$ cat src/rtl/mult_datapath.sv
// Add/subtract-and-shift datapath for an 8x8 signed multiplier: A, B and X registers.
// Define MULT_SHIFT_COUNT_EN to build the shift counter, Shift_Cnt and Done.
module mult_datapath (
    input  logic       clk_i,
    input  logic       rst_n_i,
    input  logic [7:0] s_i,
    input  logic       clr_ld_i,
    input  logic       clear_a_i,
    input  logic       add_i,
    input  logic       sub_i,
    input  logic       shift_i,
    output logic [7:0] aval_o,
    output logic [7:0] bval_o,
    output logic       x_o,
    output logic       m_o,
    output logic [3:0] shift_cnt_o,
    output logic       done_o
);

    logic [7:0] a_q, a_d;
    logic [7:0] b_q, b_d;
    logic       x_q, x_d;
    logic [8:0] sum;

    // Sub wins over Add, so the ALU only needs to know whether Sub is asserted.
    always_comb begin
        if (sub_i) begin
            sum = {a_q[7], a_q} - {s_i[7], s_i};
        end else begin
            sum = {a_q[7], a_q} + {s_i[7], s_i};
        end
    end

    always_comb begin
        a_d = a_q;
        b_d = b_q;
        x_d = x_q;
        if (clr_ld_i) begin
            b_d = s_i;
            a_d = 8'h00;
            x_d = 1'b0;
        end else if (clear_a_i) begin
            a_d = 8'h00;
            x_d = 1'b0;
        end else if (sub_i || add_i) begin
            {x_d, a_d} = sum;
        end else if (shift_i) begin
            a_d = {x_q, a_q[7:1]};
            b_d = {a_q[0], b_q[7:1]};
        end
    end

    always_ff @(posedge clk_i or negedge rst_n_i) begin
        if (!rst_n_i) begin
            a_q <= 8'h00;
            b_q <= 8'h00;
            x_q <= 1'b0;
        end else begin
            a_q <= a_d;
            b_q <= b_d;
            x_q <= x_d;
        end
    end

    assign aval_o = a_q;
    assign bval_o = b_q;
    assign x_o    = x_q;
    assign m_o    = b_q[0];

`ifdef MULT_SHIFT_COUNT_EN
    logic [3:0] cnt_q, cnt_d;
    logic       done_q, done_d;
    logic       shift_eff;

    assign shift_eff = shift_i & ~clr_ld_i & ~clear_a_i & ~add_i & ~sub_i;

    // Counter saturates at 8; Done fires only on the 7 -> 8 transition.
    always_comb begin
        cnt_d  = cnt_q;
        done_d = 1'b0;
        if (clr_ld_i || clear_a_i) begin
            cnt_d = 4'd0;
        end else if (shift_eff && (cnt_q != 4'd8)) begin
            cnt_d  = cnt_q + 4'd1;
            done_d = (cnt_q == 4'd7);
        end
    end

    always_ff @(posedge clk_i or negedge rst_n_i) begin
        if (!rst_n_i) begin
            cnt_q  <= 4'd0;
            done_q <= 1'b0;
        end else begin
            cnt_q  <= cnt_d;
            done_q <= done_d;
        end
    end

    assign shift_cnt_o = cnt_q;
    assign done_o      = done_q;
`else
    assign shift_cnt_o = 4'h0;
    assign done_o      = 1'b0;
`endif

endmodule

$ cat config.mk
export PLATFORM = sky130hd
export DESIGN_NAME = mult_datapath
export DESIGN_NICKNAME = d
export VERILOG_FILES = /design/src/rtl/mult_datapath.sv
export SDC_FILE = /design/constraint.sdc
export NUM_CORES = 1
export LEC_CHECK = 0
export ABC_AREA = 1
export CORE_MARGIN = 2
export CORE_UTILIZATION = 50
export CTS_BUF_LIST = sky130_fd_sc_hd__clkbuf_4
export CTS_CLUSTER_DIAMETER = 80
export DETAILED_ROUTE_END_ITERATION = 7
export PLACE_DENSITY = 0.8
export SETUP_SLACK_MARGIN = 0.1
export SLEW_MARGIN = 30
export SYNTH_ARGS = -nofsm -noshare
export SYNTH_HDL_FRONTEND = slang
export SYNTH_SLANG_ARGS = --single-unit
$ cat constraint.sdc
create_clock -name clk_i -period 4.5 [get_ports clk_i]
set_clock_uncertainty 0.1 [all_clocks]
set_input_delay 0.45 -clock clk_i [delete_from_list [all_inputs] [get_ports clk_i]]
set_output_delay 0.45 -clock clk_i [all_outputs]
set_load 0.005 [all_outputs]
* Word-level counts from Yosys, hierarchy flattened
Index checks and enable logic that the tools add are counted.
** Storage, ports and cells
- Output and inout bits :: 23
- Flip-flop bits (word level) :: 17
- Logic and storage cells :: 24
** Operators by class
- Equality and inequality tests :: 2
- Add/sub/neg operators :: 2
- Reduce and logical (&&, ||, !) cells :: 5
- Muxes and demuxes :: 12
** Operators with widths (count)
- 2-to-1 mux 8 bit :: 8
- adder 8 x 8 -> 9 bit :: 1
- 2-to-1 mux 9 bit :: 1
- subtractor 8 x 8 -> 9 bit :: 1
- inequality test 2 bit, second input constant :: 2
- nonzero test 4 bit :: 1
- 2-to-1 mux 1 bit :: 3
- AND reduction 3 bit :: 1
- nonzero test 3 bit :: 1
- nonzero test 2 bit :: 1
- logical OR 1 bit :: 1

* Longest topological paths before layout
- Depth in word-level cells :: 5
- Gate-level depth with buffers :: 18
- Mapped depth without buffers :: 18

* Worst setup path before layout
Ideal clock, no wire load.
- Kind :: input port to flip-flop
- Start point :: input s_i[1]
- End point :: register a_q[7] (netlist: aval_o[7])
- Setup time :: 116 ps
- Setup slack :: 2105 ps
- Stages :: 17
- Arrival time :: 2179 ps
- Required time :: 4284 ps
- Path through :: inv_1 -> ha_1 -> inv_1 -> nor2_1 -> inv_1 -> o31ai_1 -> xnor2_1 -> inv_1 -> ha_1 -> nand2_1 -> inv_1 -> a21oi_1 -> nand3b_1 -> nand3_1 -> nand2_1 -> nand2_1 -> nand2_1
** On the way
- Word-level cells in the longest chain between the ends :: 5
** RTL lines
- start, declared :: line 6 : input logic [7:0] s_i,
- adder 8 x 8 -> 9 bit or subtractor 8 x 8 -> 9 bit (tied branches) :: line 30, 28
- 2-to-1 mux 9 bit * :: line 27 : if (sub_i) begin
- 2-to-1 mux 8 bit * :: line 45 : end else if (sub_i || add_i) begin
- 2-to-1 mux 8 bit * :: line 42 : end else if (clear_a_i) begin
- 2-to-1 mux 8 bit * :: line 38 : if (clr_ld_i) begin
- end signal, assigned :: line 55 : a_q <= 8'h00;
- end signal, assigned :: line 59 : a_q <= a_d;
- end, declared :: line 20 : logic [7:0] a_q, a_d;
Every way passes the cells marked *; elsewhere a longest branch is shown, timed or not.
A chain may end at the register's enable or synchronous reset.

* Worst setup path after layout
- Start point :: input s_i[0]
- End point :: register a_q[7] (netlist: aval_o[7])
Same word-level chain as after synthesis.

==> results.md <==
* Top cells by area, synth: dfrtp_1 29%, nand2_1 11%, inv_1 9.2%
* Internal reg-to-reg setup slack at 2530 ps
* CTS Buf Count at 3
* H-tree Lvls at 1
* Type of the worst setup path: primary input to flip-flop
* Fin Setup TNS at 0 ps
* Yosys cell types at 33
* Initial antenna violation count at 0
* CP Capture Type: flip-flop
* Largest net degree at the start of global routing at 18
* Status: finished, final reports clean
* Hold Path Class: flip-flop to flip-flop
* Crit-path max FO at 4
* Post-Synth Simple-Gate Area at 22.5%
* Synth Area in Adders at 9.06%
* Top FF cell, synth: dfrtp_1
* Max frequency at 354 MHz
* CTS Hold Buffers Added at 0
* Part of the cycle the worst path needs at 62.7%
* Hold WS at 452 ps
* # IOs at 38
* Depth of the worst register-to-register path at 9
* RSZ-0062 raised after global routing: false
* R2R Path End: aval_o[4]
* Routed via count at 1432
* Hold Crit Start: bval_o[7]
* EDFF count, synth at 0
* PwrDens at 259 nW/um2
* Final Hold Vio Count at 0
* Sequential share of the synthesized area at 29.1%
* Antenna cells at 0
* Post-synthesis xor/xnor area fraction at 4.79%
* Routed vias/inst at 5.34
* Post-CTS setup buffers at 0
* Residual DRC at 0
* Share of the synthesized area in the top cell type at 29.1%
* Setup violators final at 0
* Row count at 19
* Slew HR at 46.7%
* Core area at 2760 um2
* Share of cells above drive strength 1 at 4.22%
* Hold Path End: bval_o[7]
* Total grt overflow at 0
* Leakage at 0.000906 uW
* Die width at 58.1 um
* Hold path depth at 2
* Netlist Area Pre-Place at 1460 um2
* Iteration-0 DRC Markers at 43
* Largest family of logic cells by synthesized area: simple AND/OR/NAND/NOR gates
* P&R area growth vs syn at 23.2%
* Design Power at 466 uW
* WP data required at 4590 ps
* Starting Density at 53.1%
* Synth Area in Compound Gates at 19.6%
* Flops & latches, synth at 17
* Clock Path Buffers at 2
* WP data arrival at 2920 ps
* Die Ht at 58.1 um
* Drt pass-1 iters at 5
* # resized after CTS at 0
* Max IR drop VDD at 274 uV
* WL/cell at 12.6 um
* Post-synthesis mux area share at 0.684%
* Clk root buf: clkbuf_4
* Clock-pin slew on the worst setup and hold paths at 100 ps
* Post-synthesis cell count at 206
* First-pass GRT wire length at 5750 um
* Yosys warns at 0
* Reg-to-Reg Start: aval_o[0]
* Worst Max-Slew Pin Slew at 798 ps
* Layout Nets at 263
* Clk_lat worst skew at 300 ps
* GPL Wtd Cong at 0.912
* Startpoint types: primary input
* Buffers on Ports at 32
* Area leader, netlist: dfrtp_1
* Clock sink count at 17
* Vias in the first global route at 1315
* Area of the die at 3380 um2
* Post-synthesis async set-or-reset flop share at 100%
* DP HPWL at 2640 um
* Final Max Tran Viols at 0
* DRT antenna net count at 0
* Min Tclk post-route at 2820 ps
* Final Util at 65.4%
* GR Util All Layers at 22.3%
* Post-Syn Area per Cell at 7.11 um2
* Final WL at 3390 um
* Max-capacitance violation count at 0
* CTS tree: yes
worst max-delay path, cell delays in order:
cell and delay [ps]:
clkdlybuf4s50_1 480, inv_1 90, ha_1 140, inv_1 40
nor2_1 170, inv_1 90, o31ai_1 250, xnor2_1 150
inv_1 70, ha_1 320, nand2_1 100, inv_1 40
a21oi_1 170, nand3b_1 100, nand3_1 100, nand2_1 60
nand2_1 50, nand2_1 40
cells in the final DEF (no fill, tap or decap), drive strengths merged, types with 5 or more instances in the layout:
master and count:
ha 9, nand3 15, dfrtp 17, xor2 6, nor2 14, o21ai 20
inv 37, nand2 41, a21oi 17, conb 5, clkdlybuf4s50 32
per-stage QoR:
step           instances  instance area, um2  setup WS, ps
2_1_floorplan        210                1480          2100
3_3_place_gp         264                1770          1370
3_5_place_dp         264                1770          1360
6_report             268                1800          1680
5_1_grt              268                1800          1450
4_1_cts              268                1800          1680
sequential cells by signal, summed over array words and instances, names as in the netlist:
signal  count
aval_o      8
bval_o      8
x_o         1
cell usage after synthesis, types with 2 or more instances:
cell	count
nand2_1	41
inv_1	36
dfrtp_1	17
a21oi_1	15
nand3_1	15
o21ai_0	14
nor2_1	13
ha_1	9
buf_4	6
o21ai_1	6
xor2_1	6
o211ai_1	4
a21oi_2	2
nand4_1	2
xnor2_1	2
where the power goes:
part           leakage (uW)  switching (uW)  total (uW)  internal (uW)
clock network     0.0000184            50.1        90.6           40.6
logic              0.000674             102         194           92.0
registers          0.000214            13.2         182            169
per-layer routing:
layer | track usage, % | vias up | wire, um
met2 | 36.9 | 38 | 1600
li1 | - | 725 | -
met1 | 30.1 | 667 | 1590
met5 | 0 | - | 0
met4 | 4.65 | 0 | 12
met3 | 4.69 | 2 | 184
cell families (layout without fill, tap and decap cells):
family	after synthesis	in the layout
AO/OA/AOI/OAI	48	48
adder cells (fa/ha/maj)	10	10
AND/OR/NAND/NOR	75	75
flip-flops	17	17
XOR/XNOR	8	8
other	1	5
buffers and inverters	46	73
multiplexers	1	1
worst max-delay path by stage:
stage	from	to	slack, ps	cells after the start
final	s_i[0]	aval_o[7]	1680	18
after global routing	s_i[1]	aval_o[7]	1450	18
after CTS	s_i[0]	aval_o[7]	1680	18
after detailed placement	s_i[0]	aval_o[7]	1360	18
after global placement	s_i[0]	aval_o[7]	1370	18
after floorplan	s_i[1]	aval_o[7]	2100	17
area by class of cell:
type / count / area, um2
Timing Repair Buffer: 32 / 320
Inverter: 37 / 141
Multi-Input combinational cell: 147 / 847
Tap cell: 31 / 38.8
Clock buffer: 4 / 30.0
Fill cell: 261 / 955
Sequential cell: 17 / 425
Note: power is estimated with default switching activity, not from simulation.
